<file path="config.mk">
export PLATFORM = sky130hd
export DESIGN_NAME = doc_edit_ctrl
export DESIGN_NICKNAME = d
export VERILOG_FILES = /design/src/rtl/doc_edit_ctrl_pkg.sv /design/src/rtl/doc_edit_ctrl_cursor_tracker.sv /design/src/rtl/doc_edit_ctrl.sv
export SDC_FILE = /design/constraint.sdc
export NUM_CORES = 1
export LEC_CHECK = 0
export CAP_MARGIN = 20
export CORE_MARGIN = 2
export CORE_UTILIZATION = 37
export CTS_CLUSTER_SIZE = 10
export DETAILED_ROUTE_END_ITERATION = 10
export PLACE_DENSITY = 0.63
export SYNTH_ARGS = -nofsm -noshare
export SYNTH_HDL_FRONTEND = slang
export SYNTH_SLANG_ARGS = --single-unit
</file>
<file path="constraint.sdc">
create_clock -name clk -period 3.1 [get_ports clk]
set_clock_uncertainty 0.15 [all_clocks]
set_input_delay 0.62 -clock clk [delete_from_list [all_inputs] [get_ports clk]]
set_output_delay 0.62 -clock clk [all_outputs]
set_load 0.02 [all_outputs]
</file>
<file path="src/rtl/doc_edit_ctrl_pkg.sv">
// Shared definitions for the document editor: grid geometry, command
// opcodes from the keyboard decoder, cursor move codes and controller states.
// Reused by the keyboard decoder and the word display.
package doc_edit_ctrl_pkg;
    localparam int COLS      = 20;
    localparam int ROWS      = 15;
    localparam int DOC_DEPTH = COLS * ROWS;
    localparam int ADDR_W    = 9;
    localparam int ROW_W     = 4;
    localparam int COL_W     = 5;
    localparam logic [7:0] BLANK = 8'h20;

    typedef enum logic [2:0] {
        OP_CHAR      = 3'd0,
        OP_BACKSPACE = 3'd1,
        OP_NEWLINE   = 3'd2,
        OP_LEFT      = 3'd3,
        OP_RIGHT     = 3'd4,
        OP_UP        = 3'd5,
        OP_DOWN      = 3'd6,
        OP_CLEAR     = 3'd7
    } cmd_op_e;

    typedef enum logic [3:0] {
        MV_NONE, MV_ADV, MV_RET, MV_NL,
        MV_LEFT, MV_RIGHT, MV_UP, MV_DOWN, MV_HOME
    } move_e;

    typedef enum logic {
        ST_IDLE  = 1'b0,
        ST_CLEAR = 1'b1
    } state_e;
endpackage

</file>
<file path="src/rtl/doc_edit_ctrl_cursor_tracker.sv">
// Cursor row/column registers for the document grid.
// Ports:
//   clk, rst     clock, asynchronous active-low reset
//   move         move code applied on the next rising edge
//   row, col     current cursor position
//   addr         row*COLS+col of the current position
//   prev_addr    address of the cell before the cursor (0 when at the origin)
module doc_edit_ctrl_cursor_tracker #(
    parameter int COLS = doc_edit_ctrl_pkg::COLS,
    parameter int ROWS = doc_edit_ctrl_pkg::ROWS
) (
    input  logic                     clk,
    input  logic                     rst,
    input  doc_edit_ctrl_pkg::move_e move,
    output logic [3:0]               row,
    output logic [4:0]               col,
    output logic [8:0]               addr,
    output logic [8:0]               prev_addr
);
    import doc_edit_ctrl_pkg::*;

    localparam logic [3:0] ROW_LAST = 4'(ROWS - 1);
    localparam logic [4:0] COL_LAST = 5'(COLS - 1);

    logic [3:0] row_d;
    logic [4:0] col_d;

    always_comb begin
        row_d = row;
        col_d = col;
        case (move)
            MV_ADV: begin
                if (col == COL_LAST) begin
                    col_d = '0;
                    row_d = (row == ROW_LAST) ? 4'd0 : row + 4'd1;
                end else begin
                    col_d = col + 5'd1;
                end
            end
            MV_RET: begin
                // At the origin the cursor stays put.
                if (col != 5'd0) begin
                    col_d = col - 5'd1;
                end else if (row != 4'd0) begin
                    col_d = COL_LAST;
                    row_d = row - 4'd1;
                end
            end
            MV_NL: begin
                col_d = '0;
                row_d = (row == ROW_LAST) ? 4'd0 : row + 4'd1;
            end
            MV_LEFT:  if (col != 5'd0)    col_d = col - 5'd1;
            MV_RIGHT: if (col != COL_LAST) col_d = col + 5'd1;
            MV_UP:    if (row != 4'd0)    row_d = row - 4'd1;
            MV_DOWN:  if (row != ROW_LAST) row_d = row + 4'd1;
            MV_HOME: begin
                row_d = '0;
                col_d = '0;
            end
            default: ;
        endcase
    end

    always_ff @(posedge clk or negedge rst) begin
        if (!rst) begin
            row <= '0;
            col <= '0;
        end else begin
            row <= row_d;
            col <= col_d;
        end
    end

    // row*20 as row*16 + row*4; tied to the 20-column geometry.
    assign addr      = 9'({row, 4'b0000}) + 9'({row, 2'b00}) + 9'(col);
    assign prev_addr = (addr == 9'd0) ? 9'd0 : addr - 9'd1;
endmodule

</file>
<file path="src/rtl/doc_edit_ctrl.sv">
// Write-side controller for the document character RAM. Accepts editing
// commands, tracks the cursor and drives the RAM write port, including a
// full blanking sweep (optionally right after reset).
// Ports:
//   clk, rst                    clock, asynchronous active-low reset
//   cmd_valid/cmd_ready         command handshake (ready only when idle)
//   cmd_op, cmd_char            opcode and character for CHAR
//   mem_addr/mem_din/mem_we     registered RAM write port
//   cursor_addr/row/col         cursor position for the display
module doc_edit_ctrl #(
    parameter int         COLS           = doc_edit_ctrl_pkg::COLS,
    parameter int         ROWS           = doc_edit_ctrl_pkg::ROWS,
    parameter logic [7:0] BLANK          = doc_edit_ctrl_pkg::BLANK,
    parameter bit         CLEAR_ON_RESET = 1'b1
) (
    input  logic       clk,
    input  logic       rst,
    input  logic       cmd_valid,
    output logic       cmd_ready,
    input  logic [2:0] cmd_op,
    input  logic [7:0] cmd_char,
    output logic [8:0] mem_addr,
    output logic [7:0] mem_din,
    output logic       mem_we,
    output logic [8:0] cursor_addr,
    output logic [3:0] cursor_row,
    output logic [4:0] cursor_col
);
    import doc_edit_ctrl_pkg::*;

    localparam logic [8:0] CLR_LAST  = 9'(COLS * ROWS - 1);
    localparam state_e     RST_STATE = CLEAR_ON_RESET ? ST_CLEAR : ST_IDLE;

    state_e     state_q, state_d;
    logic [8:0] clr_q, clr_d;
    logic [8:0] addr_d;
    logic [7:0] din_d;
    logic       we_d;
    move_e      move;
    logic [8:0] prev_addr;
    cmd_op_e    op;

    assign op        = cmd_op_e'(cmd_op);
    assign cmd_ready = (state_q == ST_IDLE);

    doc_edit_ctrl_cursor_tracker #(.COLS(COLS), .ROWS(ROWS)) u_cursor (
        .clk       (clk),
        .rst       (rst),
        .move      (move),
        .row       (cursor_row),
        .col       (cursor_col),
        .addr      (cursor_addr),
        .prev_addr (prev_addr)
    );

    always_comb begin
        state_d = state_q;
        clr_d   = clr_q;
        we_d    = 1'b0;
        addr_d  = mem_addr;
        din_d   = mem_din;
        move    = MV_NONE;
        case (state_q)
            ST_IDLE: begin
                if (cmd_valid) begin
                    case (op)
                        OP_CHAR: begin
                            we_d   = 1'b1;
                            addr_d = cursor_addr;
                            din_d  = cmd_char;
                            move   = MV_ADV;
                        end
                        OP_BACKSPACE: begin
                            // Blank the cell the cursor retreats onto.
                            we_d   = 1'b1;
                            addr_d = prev_addr;
                            din_d  = BLANK;
                            move   = MV_RET;
                        end
                        OP_NEWLINE: move = MV_NL;
                        OP_LEFT:    move = MV_LEFT;
                        OP_RIGHT:   move = MV_RIGHT;
                        OP_UP:      move = MV_UP;
                        OP_DOWN:    move = MV_DOWN;
                        OP_CLEAR: begin
                            state_d = ST_CLEAR;
                            clr_d   = '0;
                        end
                        default: ;
                    endcase
                end
            end
            ST_CLEAR: begin
                we_d   = 1'b1;
                addr_d = clr_q;
                din_d  = BLANK;
                clr_d  = clr_q + 9'd1;
                if (clr_q == CLR_LAST) begin
                    state_d = ST_IDLE;
                    clr_d   = '0;
                    move    = MV_HOME;
                end
            end
            default: state_d = ST_IDLE;
        endcase
    end

    always_ff @(posedge clk or negedge rst) begin
        if (!rst) begin
            state_q  <= RST_STATE;
            clr_q    <= '0;
            mem_we   <= 1'b0;
            mem_addr <= '0;
            mem_din  <= '0;
        end else begin
            state_q  <= state_d;
            clr_q    <= clr_d;
            mem_we   <= we_d;
            mem_addr <= addr_d;
            mem_din  <= din_d;
        end
    end
endmodule

</file>
Yosys cells after proc, flatten, opt, wreduce, memory -nomap -nowiden

Index checks and enable logic that the tools add are counted.

Add/sub/neg operators: 8
Equality and inequality tests: 29
Muxes and demuxes: 34
Bitwise logic cells: 1
Reductions and logical operators: 12

Operators by type and width:

| kind                                                  | number |
|---|---|
| case mux 9 bit (2 select lines)                       | 3 |
| two-way mux 9 bit                                     | 5 |
| case mux 8 bit (2 select lines)                       | 2 |
| two-way mux 5 bit                                     | 5 |
| case mux 5 bit (5 select lines)                       | 1 |
| two-way mux 4 bit                                     | 6 |
| case mux 4 bit (6 select lines)                       | 1 |
| case mux 3 bit (7 select lines)                       | 1 |
| == test 4 x 3 -> 1 bit, second input constant         | 4 |
| == test 3 bit, second input constant                  | 4 |
| inequality test 2 x 1 -> 1 bit, second input constant | 5 |
| nonzero test 5 bit                                    | 2 |
| adder 8 x 6 -> 9 bit                                  | 1 |
| adder 9 x 1 -> 9 bit, second input constant           | 1 |
| adder 9 x 5 -> 9 bit                                  | 1 |
| == test 9 bit, second input constant                  | 1 |
| logical NOT 9 bit                                     | 1 |
| subtractor 9 x 1 -> 9 bit, second input constant      | 1 |
| == test 4 x 2 -> 1 bit, second input constant         | 2 |
| == test 4 bit, second input constant                  | 2 |
| two-way mux 8 bit                                     | 1 |
| case mux 4 bit (2 select lines)                       | 1 |
| AND reduction 4 bit                                   | 2 |
| == test 3 x 2 -> 1 bit, second input constant         | 2 |
| other kinds (20)                                      | 29 |

Bits in registers: 37
Bits of input ports: 14
Output and inout bits: 37
Logic and storage cells: 91

Depth between registers and ports, before layout

Gate-level depths: netlist of run 1.

Depth after elaboration: 8
Mapped depth: 10
Gate-level depth less buffers: 9

Modules after synthesis

Synthesis of run 1 repeated with hierarchy kept, for this count alone.

Cell total of the unflattened synthesis: 357
Area, all modules: 3126.7 sq um

Modules (own cells, without submodules):

| module                       | instances | cells an instance | area each (sq um) | sequential area each (sq um) |
|---|---|---|---|---|
| doc_edit_ctrl_cursor_tracker | 1         | 210               | 1639.1            | 225.2 |
| doc_edit_ctrl                | 1         | 147               | 1487.7            | 701.9 |

Least setup slack after synthesis of run 1

No wires, ideal clock.

Kind: flip-flop to flip-flop
Start: reg u_cursor.col[4]
End: reg mem_addr[8]
Arrival: 3037 ps
Data required time: 2820 ps
Setup slack: -217 ps
Stages on the path, launching flop included: 9
Path buffers: 0
Period minus slack after synthesis: 3317 ps
Cell sequence: dfrtp_1 > fa_1 > fa_1 > or3_1 > nor3_1 > o21ai_0 > or3b_2 > a32oi_1 > o21ai_0

Cells in the longest elaborated chain, start to end: 6
Elaborated cells on any way between the ends: 7

RTL lines:

| element                                                               | line                               | RTL |
|---|---|---|
| from (decl)                                                           | doc_edit_ctrl_cursor_tracker.sv:16 | `output logic [4:0] col,` |
| from (signal assigned)                                                | doc_edit_ctrl_cursor_tracker.sv:71 | `col <= col_d;` |
| adder 9 x 5 -> 9 bit *                                                | doc_edit_ctrl_cursor_tracker.sv:76 | `assign addr = 9'({row, 4'b0000}) + 9'({row, 2'b00}) + 9'(col);` |
| net cursor_addr[4]                                                    | doc_edit_ctrl.sv:25                | `output logic [8:0] cursor_addr,` |
| subtractor 9 x 1 -> 9 bit / logical NOT 9 bit (equally long branches) | doc_edit_ctrl_cursor_tracker.sv:77 | `assign prev_addr = (addr == 9'd0) ? 9'd0 : addr - 9'd1;` |
| two-way mux 9 bit *                                                   | doc_edit_ctrl_cursor_tracker.sv:77 |  |
| case mux 9 bit (2 select lines) *                                     | doc_edit_ctrl.sv:66                | `case (op)` |
| two-way mux 9 bit *                                                   | doc_edit_ctrl.sv:65                | `if (cmd_valid) begin` |
| case mux 9 bit (2 select lines) *                                     | doc_edit_ctrl.sv:63                | `case (state_q)` |
| to (signal assigned)                                                  | doc_edit_ctrl.sv:119               | `mem_addr <= addr_d;` |
| to (decl)                                                             | doc_edit_ctrl.sv:22                | `output logic [8:0] mem_addr,` |

Mark *: on every way through the listed nets, which the timed path passes. The rest lies on a longest branch. The select of a mux whose other input is x is not followed.
A chain may end at the register's enable or synchronous reset.

Worst setup path in the final report of run 1

Start: reg u_cursor.col[4]
End: reg mem_addr[8]

Cells in the longest elaborated chain, start to end: 6
Elaborated cells on any way between the ends: 7

RTL lines:

| element                                                               | line |
|---|---|
| adder 9 x 5 -> 9 bit *                                                | doc_edit_ctrl_cursor_tracker.sv:76 |
| subtractor 9 x 1 -> 9 bit / logical NOT 9 bit (equally long branches) | doc_edit_ctrl_cursor_tracker.sv:77 |
| two-way mux 9 bit                                                     | doc_edit_ctrl_cursor_tracker.sv:77 |
| case mux 9 bit (2 select lines) *                                     | doc_edit_ctrl.sv:66 |
| two-way mux 9 bit *                                                   | doc_edit_ctrl.sv:65 |
| case mux 9 bit (2 select lines) *                                     | doc_edit_ctrl.sv:63 |

Every way passes the cells marked *; elsewhere a longest branch is shown, timed or not. The select of a mux whose other input is x is not followed.

==> impl_metrics.tcl, run 1 <==
set metrics [dict create \
    status "finished, final reports clean" \
    ys_seq_elements 37 \
    cp.arrival_ps 3100 \
    initial_utilization 0.385 \
    period_share 0.992 \
    path_delay_family "adder cells" \
    rrSetupSlack_ps 30 \
    cts_tree "done" \
    place_worst_setup_slack_ps -118 \
    grt_pass1_vias 2383 \
    cpPeakStageDelay_ps 600 \
    nets 421 \
    grt_max_degree 38 \
    crit_top_cell "fa_2" \
    numCtsBuffers 5 \
    synth_top_area_cell "dfrtp_1" \
    holdWs_ps 272 \
    path_depth 8 \
    area_delta_synth_final_pct 39.2 \
    grt_use_total 0.187 \
    grt_antenna_before_repair 0 \
    yosys.area_share.simple 0.212 \
    total_power_mw 3.03 \
    leakagePower_nw 1.57 \
    cts_sinks 37 \
    max_slew_margin 0.457 \
    setup_viol 0 \
    synth_seq_area_share 0.353 \
    drtAntennaViolNets 0 \
    die_w_um 88.3 \
    core_sq_mm 0.00683 \
    drt_wl_total_um 7060 \
    ir_worst_vdd_uv 454 \
    ctsLongestPathBuffers 2 \
    r2r-start "u_cursor.col[4]" \
    path_cells "fa_2, fa_2, or3_4, nor3_4, o21ai_2, or3b_2, a32oi_1, o21ai_1" \
    tightest_slew_ps 814 \
    hold_viol 0 \
    hold_path.class "input pin to asynchronous set/reset pin" \
    syn_inst 294 \
    rsz0062_at_grt "yes" \
    synth.top_cell.area_share 0.343 \
    port-buffer-count 50 \
    cp_slowest_cell "fa_2" \
    drt_iter0_markers 114 \
    synth_compound_area_frac 0.237 \
    clk-insertion-delay-late_ps 290 \
    max_cap_viol_count 0 \
    wire_per_inst_um 14.6 \
    grt_pass1_wl_um 11500 \
    slew_viol_final 0 \
    synthMuxAreaShare 0.00381 \
    endpoint_kind "flip-flop" \
    pin_count 51 \
    critPathCapture "mem_addr[8]" \
    die_y_um 88.3 \
    post-dp-hpwl_um 5580 \
    gr-total-overflow 0 \
    drc 0 \
    power_density_mw_per_mm2 828 \
    viasPerCell 5.41 \
    ctsHtreeMaxLevel 2 \
    cts.clk_slew.worst_paths_ps 70 \
    rr_worst_depth 8 \
    dr.pass1.iters 4 \
    rows 30 \
    root_buffer "clkbuf_8" \
    cts_hold_buf 0 \
    layout-drive-gt1-share 0.204 \
    start_kind "flip-flop" \
    path_buf_inv 0 \
    cp_max_fo 3 \
    ys_async_sr_fraction 1.00 \
    dpl_cell_area_sq_mm 0.00353 \
    synth_area_leaders "dfrtp_1, ha_1, o21ai_0" \
    gp_congestion 0.909 \
    syn-cell-area_sq_mm 0.00263 \
    synthAdderAreaFrac 0.106 \
    fin_crit_ps 3070 \
    fmax_mhz 325 \
    synth-edff-count 0 \
    synth_top_family_by_area "compound AO/OA/AOI/OAI gates" \
    num_vias 2613 \
    dominantRegCellSynth "dfrtp_1" \
    fin_ws_ps 25.8 \
    dieArea_sq_mm 0.00780 \
    antenna_cells 0 \
    ys_warn_count 0 \
    synthDistinctLibCells 56 \
    design_area_sq_mm 0.00366 \
    synth.avg_cell_area_sq_um 8.94 \
    synth-xor-area-share 0.0433 \
    syn_nets 329 \
    rr_endpoint "mem_addr[8]" \
    crit_required_ps 3120 \
    crit_type "flip-flop to flip-flop" \
    cp-startpoint "u_cursor.col[4]" \
]
==> final cells by class <==
type,count,area (sq um)
fillers,680,3170
multi-input cells,234,1620
flip-flops and latches,37,933
repair buffers,97,831
well taps,96,120
clock buffers,7,86.3
inverters,11,41.3
clock inverters,1,30.0
==> registers in the layout, summed over array words and instances (netlist names) <==
| name | flops |
|---|---|
| clr_q | 9 |
| mem_addr | 9 |
| mem_din | 8 |
| u_cursor.col | 5 |
| u_cursor.row | 4 |
| mem_we | 1 |
| state_q | 1 |
==> report_power, final <==
| group | leakage [nW] | internal [mW] | switching [mW] |
|---|---|---|---|
| clock | 0.0585 | 0.262 | 0.164 |
| combinational | 1.05 | 0.883 | 0.984 |
| sequential | 0.463 | 0.619 | 0.117 |
==> placed cells by master, fill, tap and decap left out, drive strengths merged, types with 2 or more instances in the layout <==
cell type,n
a211oi,2
a21o,2
a21oi,15
a22o,9
a22oi,10
a31oi,6
a32o,3
and3,6
buf,49
clkbuf,10
clkdlybuf4s50,44
dfrtp,36
fa,2
ha,19
inv,11
nand2,19
nand2b,4
nand3,20
nand4,2
nor2,24
nor2b,3
nor3,10
nor4,3
nor4b,3
o211ai,4
o21ai,26
o31ai,4
or2,2
or3,2
or3b,2
xnor2,7
xor2,6
==> worst min path at each step <==
stage                     slack, ps     endpoint  cells past startpoint
final                           270  mem_addr[4]                      1
after detailed placement        340   mem_din[0]                      1
after global placement          340   mem_din[7]                      1
after floorplan                 170     clr_q[0]                      0
after CTS                       300     clr_q[4]                      1
after global routing            350     clr_q[4]                      1
==> routing by layer <==
layer / GRT usage / share of wire
met3: 0.0336 / 0.044
met4: 0.0634 / 0.019
met2: 0.298 / 0.49
met5: 0 / 0
met1: 0.259 / 0.45
==> synthesized netlist by cell type, types with 3 or more instances <==
cell      count
a21oi_1      15
a22o_1        9
a22oi_1      10
a31oi_1       6
a32o_1        3
and3_1        6
buf_6         3
clkbuf_1      4
dfrtp_1      36
ha_1         19
inv_1        11
nand2_1      19
nand2b_1      4
nand3_1      20
nor2_1       24
nor2b_1       3
nor3_1       10
nor4_1        3
o211ai_1      4
o21ai_0      26
o31ai_1       4
xnor2_1       7
xor2_1        6
==> timing repair <==
action,4_1_cts,5_1_grt
setup endpoints to repair,5,14
gates cloned,0,0
setup buffers,0,1
pin swaps,0,6
gates resized for setup,9,17
==> metrics by stage <==
stage                     utilization  setup TNS (ps)  std cells
final                           0.536               0        483
after global routing            0.536            -556        483
after CTS                       0.533            -139        482
after detailed placement        0.516            -286        474
after global placement          0.516            -162        474
after floorplan                     -               0        294
==> cells by family after synthesis <==
kind of cell,after synthesis
flip-flops,37
AO/OA/AOI/OAI,92
multiplexers,1
XOR/XNOR,13
buffers and inverters,23
adder cells (fa/ha/maj),21
AND/OR/NAND/NOR,107
No activity file was read; power rests on OpenSTA's default activity.
==> run 2, diff against run 1 <==
Settings changed: RECOVER_POWER set to 50.
==> run 2 against run 1 <==
The flow now finishes with violations (capacitance limit, slew limit). First-iteration DRC count down 7.9%. Maximum frequency about the same. Count of clock-buffer cells in the layout unchanged. Total power down 0.27%. Sequential power about the same. Die area unchanged. Sequential share of layout area up 0.061 points. Routed wire length up 0.14%. Clock power about the same. Critical endpoint unchanged.
==> impl_metrics.tcl, run 2 (synthesized netlist as in run 1, its figures left out) <==
set metrics [dict create \
    status "finished, violations left" \
    violations "capacitance limit, slew limit" \
    start_kind "flip-flop" \
    final_common_cell "buf_4" \
    ctsHtreeMaxLevel 2 \
    root_buffer "clkbuf_8" \
    antenna_cells 0 \
    leakagePower_nw 1.58 \
    viasPerCell 5.39 \
    fmax_mhz 325 \
    grt_antenna_before_repair 0 \
    finalNonFillerCells 483 \
    drc 0 \
    fin_ws_ps 26.4 \
    p_int_mw 1.76 \
    drtAntennaViolNets 0 \
    p_switching_mw 1.26 \
    cts_sinks 37 \
    clk-insertion-delay-late_ps 290 \
    cpPeakStageDelay_ps 600 \
    cp.arrival_ps 3100 \
    core_sq_mm 0.00683 \
    rsz0062_at_grt "yes" \
    tightest_slew_ps 1960 \
    pwr-share-clk 0.141 \
    hold_path.class "flip-flop to flip-flop" \
    reg.largest.list "clr_q: 9 flops, mem_addr: 9 flops, mem_din: 8 flops" \
    layout-drive-gt1-share 0.196 \
    drt_iter0_markers 105 \
    grt_use_total 0.187 \
    grt_pass1_vias 2383 \
    pin_count 51 \
    hold_viol 0 \
    initial_utilization 0.385 \
    crit_top_cell "fa_2" \
    gr-total-overflow 0 \
    num_vias 2603 \
    slew_viol_final 38 \
    ir_worst_vdd_uv 454 \
    cp_max_fo 3 \
    nets 421 \
    area_delta_synth_final_pct 38.9 \
    fin_crit_ps 3070 \
    setup_viol 0 \
    dp_cells 474 \
    place_worst_setup_slack_ps -118 \
    wire_per_inst_um 14.6 \
    crit_type "flip-flop to flip-flop" \
    p_comb_frac 0.616 \
    grt_pass1_wl_um 11500 \
    dr.pass1.iters 4 \
    die_w_um 88.3 \
    holdWs_ps 352 \
    endpoint_kind "flip-flop" \
    grt_max_degree 38 \
    drt_wl_total_um 7070 \
    p_seq_frac 0.243 \
    die_y_um 88.3 \
    gp_congestion 0.909 \
    path_cells "fa_2, fa_2, or3_4, nor3_4, o21ai_2, or3b_2, a32oi_1, o21ai_1" \
    power_density_mw_per_mm2 827 \
    max_slew_margin -0.305 \
    crit_required_ps 3120 \
    port-buffer-count 50 \
    cts_tree "done" \
    cts.clk_slew.worst_paths_ps 70 \
    ctsLongestPathBuffers 2 \
    dieArea_sq_mm 0.00780 \
    post-dp-hpwl_um 5580 \
    max_cap_viol_count 1 \
    period_share 0.991 \
    setup_tns_ps 0 \
    p_sw_frac 0.418 \
    numCtsBuffers 5 \
    cts_hold_buf 0 \
    cp_slowest_cell "fa_2" \
    rows 30 \
    final_cell_mix "buf_4, clkdlybuf4s50_1, dfrtp_1" \
]
-- run 2: cell types whose count changed in the layout (fill, tap and decap cells not counted), sizes merged --
cell	before	now
dlygate4sd3	0	9
clkdlybuf4s50	44	35
clkbuf	10	14
buf	49	45
-- run 2: layout make-up --
| class | instances | area [sq um] |
|---|---|---|
| Inverter | 11 | 41.3 |
| Fill cell | 680 | 3180 |
| Multi-Input combinational cell | 234 | 1620 |
| Tap cell | 96 | 120 |
| Sequential cell | 37 | 933 |
| Timing Repair Buffer | 97 | 822 |
| Clock buffer | 7 | 86.3 |
| Clock inverter | 1 | 30.0 |
-- run 2: power by group through the flow --
stage               clock network (mW)  registers [mW]  logic [mW]
floorplan                            0           0.873       0.927
global placement                     0           0.742        1.86
detailed placement                   0           0.744        1.87
CTS                              0.437           0.735        1.84
global route                     0.461           0.760        2.04
finish                           0.426           0.735        1.86
-- run 2: per-layer routing --
| layer | global-route usage | vias up | routed length [um] |
|---|---|---|---|
| met4 | 0.0634 | 0 | 136 |
| met5 | 0 | - | 0 |
| met2 | 0.298 | 69 | 3440 |
| met1 | 0.259 | 1244 | 3180 |
| met3 | 0.0336 | 13 | 315 |
| li1 | - | 1277 | - |
-- run 2: per-stage QoR --
step	instance area (sq um)	total power, mW	util
CTS	3640	3.01	0.533
global route	3650	3.26	0.534
finish	3650	3.02	0.534
floorplan	2640	1.80	-
detailed placement	3530	2.61	0.516
global placement	3530	2.60	0.516
-- run 2: timing repair --
item                                    4_1_cts  5_1_grt
pin swaps                                     0        6
endpoints found under the setup margin        5       14
gates resized for setup                       9       17
gates cloned                                  0        0
buffers inserted                              0        1
-- run 2: path summary, 6_finish.rpt --
kind / cells after the start / end / slack (ps) / start
min: 2 / mem_addr[6] / 350 / mem_addr[6]
max in group asynchronous: 1 / u_cursor.row[1] / 810 / rst
max reg2reg: 8 / mem_addr[8] / 30 / u_cursor.col[4]
min in group asynchronous: 1 / mem_addr[4] / 720 / rst
max: 8 / mem_addr[8] / 30 / u_cursor.col[4]
min reg2reg: 2 / mem_addr[6] / 350 / mem_addr[6]
-- run 2: worst max-delay path: cells and delay by family (launching register included) --
kind,cells,cell delay [ps]
fa+ha+maj,2,1050
simple gates,3,1010
flops,1,420
compound gates,3,320
